--- src/rtl/psum_readout_if.sv ---
`default_nettype none
// +--------------------------------------------------------------------------+
// | Interface   : psum_readout_if                                            |
// | Description : Row-capture bus plus psum streaming bus of psum_readout.   |
// |               slave = the readout block, master = its environment.       |
// | Revision    : 1.0  initial release                                       |
// +--------------------------------------------------------------------------+
interface psum_readout_if #(
  parameter int COL     = 8,
  parameter int BW_PSUM = 11
);
  localparam int CW = $clog2(COL);
  localparam int SW = BW_PSUM + CW;

  logic                     capture;
  logic [COL*BW_PSUM-1:0]   psum_in;
  logic                     cap_ready;
  logic                     overflow;
  logic                     o_valid;
  logic                     o_ready;
  logic signed [BW_PSUM-1:0] o_data;
  logic [CW-1:0]            o_col;
  logic                     o_last;
  logic signed [SW-1:0]     o_sum;

  modport slave (
    input  capture, psum_in, o_ready,
    output cap_ready, overflow, o_valid, o_data, o_col, o_last, o_sum
  );

  modport master (
    output capture, psum_in, o_ready,
    input  cap_ready, overflow, o_valid, o_data, o_col, o_last, o_sum
  );
endinterface
`default_nettype wire

--- src/rtl/psum_readout.sv ---
`default_nettype none
// +--------------------------------------------------------------------------+
// | Module      : psum_readout                                               |
// | Description : Captures rows of signed psums (plus their row sum) into a  |
// |               small row FIFO and streams them out one psum per beat.     |
// | Revision    : 1.0  initial release                                       |
// +--------------------------------------------------------------------------+
module psum_readout #(
  parameter int COL     = 8,
  parameter int BW_PSUM = 11,
  parameter int DEPTH   = 4
) (
  input  wire logic       clk,
  input  wire logic       reset,
  psum_readout_if.slave   rd_if
);

  localparam int CW = $clog2(COL);
  localparam int SW = BW_PSUM + CW;
  localparam int PW = $clog2(DEPTH);
  localparam int RW = COL * BW_PSUM;
  localparam logic [PW:0]   PTR_ONE   = (PW+1)'(1);
  localparam logic [CW-1:0] BEAT_ONE  = CW'(1);
  localparam logic [CW-1:0] LAST_BEAT = CW'(COL - 1);

  // Row storage; each entry keeps the row and the sum computed at capture.
  logic [RW-1:0]        row_q [DEPTH];
  logic signed [SW-1:0] sum_q [DEPTH];

  // Pointers carry one extra MSB so full and empty can be told apart.
  logic [PW:0]   wr_ptr_q, wr_ptr_d;
  logic [PW:0]   rd_ptr_q, rd_ptr_d;
  logic [CW-1:0] beat_q, beat_d;
  logic          overflow_q, overflow_d;

  logic [PW-1:0]        wr_idx, rd_idx;
  logic                 empty, full, last_beat;
  logic                 xfer, pop, push, cap_ready;
  logic signed [SW-1:0] row_sum;
  logic [BW_PSUM-1:0]   head_psum;

  assign wr_idx    = wr_ptr_q[PW-1:0];
  assign rd_idx    = rd_ptr_q[PW-1:0];
  assign empty     = (wr_ptr_q == rd_ptr_q);
  assign full      = (wr_idx == rd_idx) && (wr_ptr_q[PW] != rd_ptr_q[PW]);
  assign last_beat = (beat_q == LAST_BEAT);
  assign xfer      = !empty && rd_if.o_ready;
  assign pop       = xfer && last_beat;
  // A full FIFO can still take a row when the head row leaves this same cycle.
  assign cap_ready = !full || pop;
  assign push      = rd_if.capture && cap_ready;
  assign head_psum = row_q[rd_idx][beat_q*BW_PSUM +: BW_PSUM];

  // Sign-extended sum of the incoming row; the widened result cannot overflow.
  always_comb begin
    logic signed [BW_PSUM-1:0] p;
    row_sum = '0;
    for (int c = 0; c < COL; c++) begin
      p       = rd_if.psum_in[c*BW_PSUM +: BW_PSUM];
      row_sum = row_sum + SW'(p);
    end
  end

  // Next-state for pointers, beat counter and sticky overflow flag.
  always_comb begin
    wr_ptr_d   = wr_ptr_q;
    rd_ptr_d   = rd_ptr_q;
    beat_d     = beat_q;
    overflow_d = overflow_q;
    if (push) begin
      wr_ptr_d = wr_ptr_q + PTR_ONE;
    end
    if (xfer) begin
      if (last_beat) begin
        beat_d   = '0;
        rd_ptr_d = rd_ptr_q + PTR_ONE;
      end else begin
        beat_d = beat_q + BEAT_ONE;
      end
    end
    if (rd_if.capture && !cap_ready) begin
      overflow_d = 1'b1;
    end
  end

  // Control state register; reset discards every stored and partial row.
  always_ff @(posedge clk) begin
    if (reset) begin
      wr_ptr_q   <= '0;
      rd_ptr_q   <= '0;
      beat_q     <= '0;
      overflow_q <= 1'b0;
    end else begin
      wr_ptr_q   <= wr_ptr_d;
      rd_ptr_q   <= rd_ptr_d;
      beat_q     <= beat_d;
      overflow_q <= overflow_d;
    end
  end

  // Row storage write; contents need no reset since the pointers gate them.
  always_ff @(posedge clk) begin
    if (!reset && push) begin
      row_q[wr_idx] <= rd_if.psum_in;
      sum_q[wr_idx] <= row_sum;
    end
  end

  // Data outputs read as zero while nothing is queued (so they are 0 after reset).
  assign rd_if.cap_ready = cap_ready;
  assign rd_if.overflow  = overflow_q;
  assign rd_if.o_valid   = !empty;
  assign rd_if.o_data    = empty ? '0 : head_psum;
  assign rd_if.o_col     = beat_q;
  assign rd_if.o_last    = !empty && last_beat;
  assign rd_if.o_sum     = empty ? '0 : sum_q[rd_idx];

endmodule
`default_nettype wire

--- src/flat_wrapper.sv ---
// flat-port wrapper written by rule: the top's interface ports become plain ports
module psum_readout_flat 
#(
  parameter int COL     = 8,
  parameter int BW_PSUM = 11,
  parameter int DEPTH   = 4
)
  (clk, reset, rd_if_capture, rd_if_psum_in, rd_if_o_ready, rd_if_cap_ready, rd_if_overflow, rd_if_o_valid, rd_if_o_data, rd_if_o_col, rd_if_o_last, rd_if_o_sum);
  psum_readout_if #(.COL(COL), .BW_PSUM(BW_PSUM)) rd_if_i ();
  input  wire logic clk;
  input  wire logic reset;
  input wire logic [$bits(rd_if_i.capture)-1:0] rd_if_capture;
  input wire logic [$bits(rd_if_i.psum_in)-1:0] rd_if_psum_in;
  input wire logic [$bits(rd_if_i.o_ready)-1:0] rd_if_o_ready;
  output wire logic [$bits(rd_if_i.cap_ready)-1:0] rd_if_cap_ready;
  output wire logic [$bits(rd_if_i.overflow)-1:0] rd_if_overflow;
  output wire logic [$bits(rd_if_i.o_valid)-1:0] rd_if_o_valid;
  output wire logic [$bits(rd_if_i.o_data)-1:0] rd_if_o_data;
  output wire logic [$bits(rd_if_i.o_col)-1:0] rd_if_o_col;
  output wire logic [$bits(rd_if_i.o_last)-1:0] rd_if_o_last;
  output wire logic [$bits(rd_if_i.o_sum)-1:0] rd_if_o_sum;
  assign rd_if_i.capture = rd_if_capture;
  assign rd_if_i.psum_in = rd_if_psum_in;
  assign rd_if_i.o_ready = rd_if_o_ready;
  assign rd_if_cap_ready = rd_if_i.cap_ready;
  assign rd_if_overflow = rd_if_i.overflow;
  assign rd_if_o_valid = rd_if_i.o_valid;
  assign rd_if_o_data = rd_if_i.o_data;
  assign rd_if_o_col = rd_if_i.o_col;
  assign rd_if_o_last = rd_if_i.o_last;
  assign rd_if_o_sum = rd_if_i.o_sum;
  psum_readout #(.COL(COL), .BW_PSUM(BW_PSUM), .DEPTH(DEPTH)) u_core (.clk(clk), .reset(reset), .rd_if(rd_if_i));
endmodule
--- config.mk ---
export PLATFORM = sky130hd
export DESIGN_NAME = psum_readout_flat
export DESIGN_NICKNAME = d
export VERILOG_FILES = /design/src/rtl/psum_readout_if.sv /design/src/rtl/psum_readout.sv /design/src/flat_wrapper.sv
export SDC_FILE = /design/constraint.sdc
export NUM_CORES = 1
export LEC_CHECK = 0
export ABC_AREA = 0
export BUFFER_PORTS_ARGS = -buffer_cell sky130_fd_sc_hd__buf_2
export CORE_ASPECT_RATIO = 0.7
export CORE_MARGIN = 3
export CORE_UTILIZATION = 35
export CTS_BUF_LIST = sky130_fd_sc_hd__clkbuf_4
export DETAILED_ROUTE_END_ITERATION = 10
export PLACE_DENSITY = 0.49
export SLEW_MARGIN = 20
export SYNTH_ARGS = -nofsm -noshare
export SYNTH_HDL_FRONTEND = slang
export SYNTH_SLANG_ARGS = --single-unit
--- constraint.sdc ---
create_clock -name clk -period 6.5 [get_ports clk]
set_input_delay 0.65 -clock clk [delete_from_list [all_inputs] [get_ports clk]]
set_output_delay 0.65 -clock clk [all_outputs]
set_load 0.02 [all_outputs]
==> qor.yml, run 1 <==
p_comb_share_pct: 31.4
wirelength_mm: 45.5
cts_made_buffers: 105
async_flop_share_pct: 0
rsz0062_at_grt: "false"
hpwl_mm: 28.9
fp.dieH_um: 199
p_per_area_nw_per_um2: 379
crit_required_ns: 7.05
drv_slew: 0
yosysUniqueCellTypes: 51
grt_util_all_layers_pct: 16.7
switching_power_mw: 2.75
p_sw_share_pct: 32.8
p_int_mw: 5.65
instances_no_fill: 2007
pwr-share-seq_pct: 42.4
io_pins: 124
yosys_warnings: 0
cap_violations: 0
status: "finished, final reports clean"
grt_pass1_vias: 10524
p_leak_nw: 7.72
clk_latency_ns: 0.83
synthToLayoutAreaGrowth_pct: 18.7
grt.overflow.total: 0
mostFrequentLayoutCell: "edfxtp_1"
grt_pass1_wl_mm: 68.2
num_rows: 70
cts_tree: "built"
final_nets: 1423
ir_drop_uv: 267
drc: 0
crit_type: "input pin to flop"
wire_per_inst_um: 22.6
p_clk_share_pct: 26.2
drtPass1Iterations: 4
cts_root_buffer: "clkbuf_4"
hold_viol: 0
synth_edf_count: 408
avgSynthCellArea_um2: 19.6
synth_ff_type: "edfxtp_1"
timing.fmax_mhz: 164
drtIter0Drc: 684
clk_pin_slew_ns: 0.07
antenna_found_initial: 3
place_congestion: 0.808
finalCritPeriodShare_pct: 93.8
die_w_um: 282
cp_data_arrival_time_ns: 6.65
syn_nets: 1137
ys_seq_area_share_pct: 66.9
post_cts_buffers: 0
clock-sinks: 420
htree_levels: 3
synth_area_um2: 18700
fin_skew_ns: 0.0297
grt_max_degree: 68
tightest_slew_ns: 0.973
route.vias.total: 9902
path_max_fanout: 5
ant_nets: 0
post_drt_via_cell_ratio: 4.93
clk_path_buf_depth: 3
die-area_um2: 56200
relSlewSlack_pct: 35.1
dp_cells: 1744
holdCritPathClass: "input pin to flop"
finalSetupTns_ns: 0
final_cell_mix: "408 x edfxtp_1, 151 x clkbuf_4, 123 x buf_2"
cts_resized: 0
core_area_um2: 52500
ys_ff_latch: 420
layout-drive-gt1-share_pct: 33.0
setup_viol: 0
period_needed_ns: 6.10
numPortBuffers: 123
initial_utilization_pct: 35.6
syn_inst: 954
critPathCaptureType: "flop"
startpoint_type: "input pin"
==> area by class of cell <==
class	instances	area, µm²
Clock inverter	35	196
Antenna cell	4	10.0
Tap cell	684	856
Fill cell	4748	30300
Timing Repair Buffer	214	1530
Sequential cell	420	12500
Clock buffer	151	1130
Multi-Input combinational cell	414	5620
Inverter	85	319
==> logic make-up after synthesis <==
logic type | synth area share (%)
flops | 66.9
mux | 14.5
buf+inv | 3.04
simple gates | 2.77
fa+ha+maj | 8.55
compound gates | 2.93
xor+xnor | 1.27
==> critical path: stages <==
cell and delay (ns):
dlygate4sd3_1 0.53, buf_2 0.15, fa_1 0.47, ha_1 0.25, fa_1 0.50, a21o_1 0.26, a311oi_1 0.35, o21ai_0 0.13
a21oi_1 0.19, xor2_1 0.23, fa_1 0.47, fa_1 0.46, fa_1 0.51, inv_1 0.04, ha_1 0.28, a21o_1 0.16
a21o_1 0.20, or4_1 0.47, o211ai_1 0.09, and4b_1 0.26
==> per-stage QoR <==
step | total power, mW | hold WS (ns) | worst slack, ns | utilization [%] | cell area [µm²]
finish | 8.40 | 0.120 | 0.402 | 42.3 | 22200
floorplan | 5.30 | 0.498 | 0.607 | - | 18700
global route | 8.96 | -0.00605 | 0.167 | 42.3 | 22200
global placement | 6.16 | 0.446 | 0.127 | 38.3 | 20100
CTS | 8.51 | 0.00117 | 0.479 | 42.2 | 22200
detailed placement | 6.20 | 0.476 | 0.109 | 38.3 | 20100
==> cells in the mapped netlist (all sizes together) (11+ instances only) <==
cell | instances | area (µm²)
nor2b | 13 | 104
xnor2 | 17 | 149
nor2 | 17 | 63.8
nand2 | 19 | 71.3
mux4 | 113 | 2570
o21ai | 11 | 55.1
dfxtp | 12 | 240
fa | 61 | 1220
inv | 84 | 315
a21oi | 23 | 115
ha | 30 | 375
buf | 27 | 219
and2 | 20 | 125
edfxtp | 408 | 12300
mux2i | 14 | 140
==> metal layers <==
layer / global-route usage (%) / part of all wire [%] / vias to the layer above
met4: 4.27 / 1.4 / 0
li1: - / - / 4410
met5: 0 / 0 / -
met2: 25.2 / 46 / 259
met3: 4.31 / 5.2 / 56
met1: 24.4 / 48 / 5177
==> path summary, 6_finish.rpt <==
check | start | to | slack [ns] | cells past startpoint
setup / recovery | rd_if_psum_in[1] | u_core.sum_q[2][13] | 0.40 | 20
hold / removal | rd_if_psum_in[35] | u_core.row_q[2][35] | 0.12 | 1
setup reg to reg | u_core.rd_if.o_col[2] | u_core.row_q[3][43] | 3.04 | 7
hold reg to reg | u_core.rd_if.overflow | u_core.rd_if.overflow | 0.48 | 2
==> timing repair <==
| item | CTS | global route |
|---|---|---|
| hold buffers | 73 | 0 |
| setup endpoints to repair | 0 | 0 |
| endpoints found under the hold margin | 281 | 0 |
==> registers in the layout, indices dropped and copies added (netlist names), named ones only <==
| signal | count |
|---|---|
| u_core.row_q | 352 |
| u_core.sum_q | 56 |
| u_core.rd_if.o_col | 3 |
| u_core.rd_ptr_q | 3 |
| u_core.wr_ptr_q | 3 |
| u_core.rd_if.overflow | 1 |
==> power groups by stage <==
stage          sequential [mW]  combinational, mW  clock, mW
2_1_floorplan             3.62               1.68          0
3_3_place_gp              3.62               2.54          0
3_5_place_dp              3.62               2.58          0
4_1_cts                   3.57               2.64       2.30
5_1_grt                   3.58               2.93       2.46
6_report                  3.56               2.64       2.20
Note: power is estimated with default switching activity, not from simulation.
==> inputs of run 2 (changes only) <==
--- a/config.mk
+++ b/config.mk
@@ -12,8 +12,7 @@
 export CORE_UTILIZATION = 35
 export CTS_BUF_LIST = sky130_fd_sc_hd__clkbuf_4
 export DETAILED_ROUTE_END_ITERATION = 10
-export PLACE_DENSITY = 0.49
-export SLEW_MARGIN = 20
+export PLACE_DENSITY = 0.51
 export SYNTH_ARGS = -nofsm -noshare
 export SYNTH_HDL_FRONTEND = slang
 export SYNTH_SLANG_ARGS = --single-unit
==> constraint.sdc (replaced) <==
create_clock -name clk -period 5 [get_ports clk]
set_input_delay 0.5 -clock clk [delete_from_list [all_inputs] [get_ports clk]]
set_output_delay 0.5 -clock clk [all_outputs]
set_load 0.02 [all_outputs]
==> run 2 against run 1 <==
  * Sequential power rose by 30%
  * Critical path depth fell by 1
  * Largest power group unchanged
  * Design area rose by 3.5%
  * Global-route usage fell by 0.45 points
  * Largest cell class unchanged
==> qor.yml, run 2 (same netlist as run 1, synthesis figures left out) <==
period_needed_ns: 4.97
r2r-end: "u_core.sum_q[0][12]"
ir_drop_uv: 392  # +47%
drv_slew: 0  # unchanged
final_cell_mix: "408 x edfxtp_1, 141 x clkbuf_4, 121 x buf_2"
relSlewSlack_pct: 35.0  # -0.098 points
layout-drive-gt1-share_pct: 36.6  # +3.6 points
p_sw_share_pct: 30.9  # -1.9 points
grt_util_all_layers_pct: 16.3  # -0.45 points
clk_latency_ns: 0.78  # -0.05 ns
worstHoldStart: "rd_if_psum_in[69]"
htree_levels: 3  # unchanged
drtPass1Iterations: 7  # +3
crit_required_ns: 5.49  # -1.56 ns
grt_pass1_vias: 10977  # +4.3%
cts_made_buffers: 103  # -1.9%
status: "finished, final reports clean"
cts_tree: "built"
post_drt_via_cell_ratio: 4.83  # -2.0%
top_register: "u_core.row_q"
setup_viol: 0  # unchanged
hold_viol: 0  # unchanged
ant_nets: 0  # unchanged
grt.overflow.total: 0  # unchanged
place_congestion: 0.748  # -7.4%
rrSetupSlack_ns: 2.07  # -0.97 ns
fp.dieH_um: 199  # unchanged
p_per_area_nw_per_um2: 496  # +31%
initial_utilization_pct: 35.6  # unchanged
grt_pass1_wl_mm: 67.6  # -1.0%
r2r-start: "u_core.rd_if.o_col[1]"
p_clk_share_pct: 23.1  # -3.1 points
wirelength_mm: 44.4  # -2.4%
min_to: "u_core.row_q[0][69]"
numPortBuffers: 123  # unchanged
synthToLayoutAreaGrowth_pct: 22.9
pwr-share-seq_pct: 40.7  # -1.7 points
cp_data_arrival_time_ns: 5.47  # -1.18 ns
hold_depth: 2  # +1
startpoint_type: "input pin"
utilization_pct: 43.8  # +1.5 points
hpwl_mm: 28.3  # -2.1%
drc: 0  # unchanged
clk_path_buf_depth: 3  # unchanged
p_leak_nw: 8.14  # +5.4%
grt_max_degree: 69  # +1.5%
cts_root_buffer: "clkbuf_4"
r2r_cells: 8  # +1
timing.fmax_mhz: 201
critPathCaptureType: "flop"
largest_reg_flops: 352  # unchanged
dp_cells: 1823  # +4.5%
num_rows: 70  # unchanged
top_regs: "u_core.row_q: 352 flops, u_core.sum_q: 56 flops"
crit_type: "input pin to flop"
wire_per_inst_um: 21.2  # -6.3%
die-area_um2: 56200  # unchanged
die_w_um: 282  # unchanged
cap_violations: 0  # unchanged
p_comb_share_pct: 36.2  # +4.8 points
fin_skew_ns: 0.0514  # +0.0217 ns
drtIter0Drc: 644  # -5.8%
core_area_um2: 52500  # unchanged
rsz0062_at_grt: "true"
clock-sinks: 420  # unchanged
switching_power_mw: 3.52  # +28%
tightest_slew_ns: 0.974  # +0.00147 ns
mostFrequentLayoutCell: "edfxtp_1"
path_max_fanout: 4  # -1
holdCritPathClass: "input pin to flop"
instances_no_fill: 2091  # +4.2%
io_pins: 124  # unchanged
p_int_mw: 7.86  # +39%
finalCritPeriodShare_pct: 99.4
finalPower_mw: 11.4  # +35%
antenna_found_initial: 2  # -1
route.vias.total: 10107  # +2.1%
final_nets: 1522  # +7.0%
clk_pin_slew_ns: 0.06  # about the same
## run 2: changes by cell type in the layout (fill, tap and decap cells not counted), sizes merged
cell         delta
diode           -3
dlygate4sd3    +20
buf            +81
clkinv          -4
clkbuf         -10
inv             +2
bufinv          -2
## run 2: worst max path at each step
stage	startpoint	end	slack (ns)	depth (start not counted)
after floorplan	rd_if_psum_in[1]	u_core.sum_q[0][13]	-0.37	19
after global placement	rd_if_psum_in[1]	u_core.sum_q[2][13]	-0.81	19
after detailed placement	rd_if_psum_in[2]	u_core.sum_q[0][13]	-0.79	18
after CTS	rd_if_psum_in[2]	u_core.sum_q[3][13]	0.08	18
after global routing	rd_if_psum_in[1]	u_core.sum_q[3][13]	-0.03	19
final	rd_if_psum_in[1]	u_core.sum_q[3][13]	0.03	19
## run 2: critical path: stages
cell and delay, ns:
buf_8 0.10, fa_1 0.47, ha_2 0.23, fa_2 0.39, a21o_4 0.25, a311oi_4 0.29
o21ai_1 0.09, a21oi_1 0.16, xor2_1 0.11, fa_1 0.56, fa_2 0.44, fa_1 0.49
inv_1 0.05, ha_2 0.16, a21o_1 0.17, a21o_1 0.18, or4_1 0.47, o211ai_1 0.09
and4b_2 0.27
## run 2: through the flow
stage | hold slack, ns | instance area (µm²) | worst slack [ns] | TNS, ns
CTS | 0.402 | 22900 | 0.0771 | 0
global placement | 0.445 | 20800 | -0.811 | -18.59
finish | 0.489 | 23000 | 0.0284 | 0
global route | 0.408 | 23000 | -0.0258 | -0.103
floorplan | 0.498 | 18700 | -0.370 | -1.48
detailed placement | 0.452 | 20800 | -0.791 | -18.89
## run 2: area by class of cell
class / count / area (µm²)
well taps: 684 / 856
multi-input cells: 414 / 5700
fillers: 4681 / 29500
clock inverters: 31 / 128
repair buffers: 315 / 2390
flip-flops and latches: 420 / 12500
inverters: 85 / 319
diodes: 1 / 2.50
clock buffers: 141 / 1060
## run 2: power groups by stage
| stage | clock network (mW) | logic [mW] | registers (mW) |
|---|---|---|---|
| 6_report | 2.63 | 4.12 | 4.63 |
| 5_1_grt | 2.95 | 4.62 | 4.64 |
| 2_1_floorplan | 0 | 2.32 | 4.70 |
| 3_3_place_gp | 0 | 3.99 | 4.70 |
| 4_1_cts | 2.75 | 4.12 | 4.63 |
| 3_5_place_dp | 0 | 4.03 | 4.71 |
## run 2: per-layer routing
metal,track usage (%),share of wire (%)
met5,0,0.029
met4,4.13,1.2
met3,3.70,4.6
met2,26.2,48
met1,22.6,46
## run 2: repair_timing
item	in CTS	in global routing
gates resized for setup	0	12
hold buffers	93	0
setup endpoints to repair	0	24
hold endpoints to repair	358	0
buffers inserted	0	2
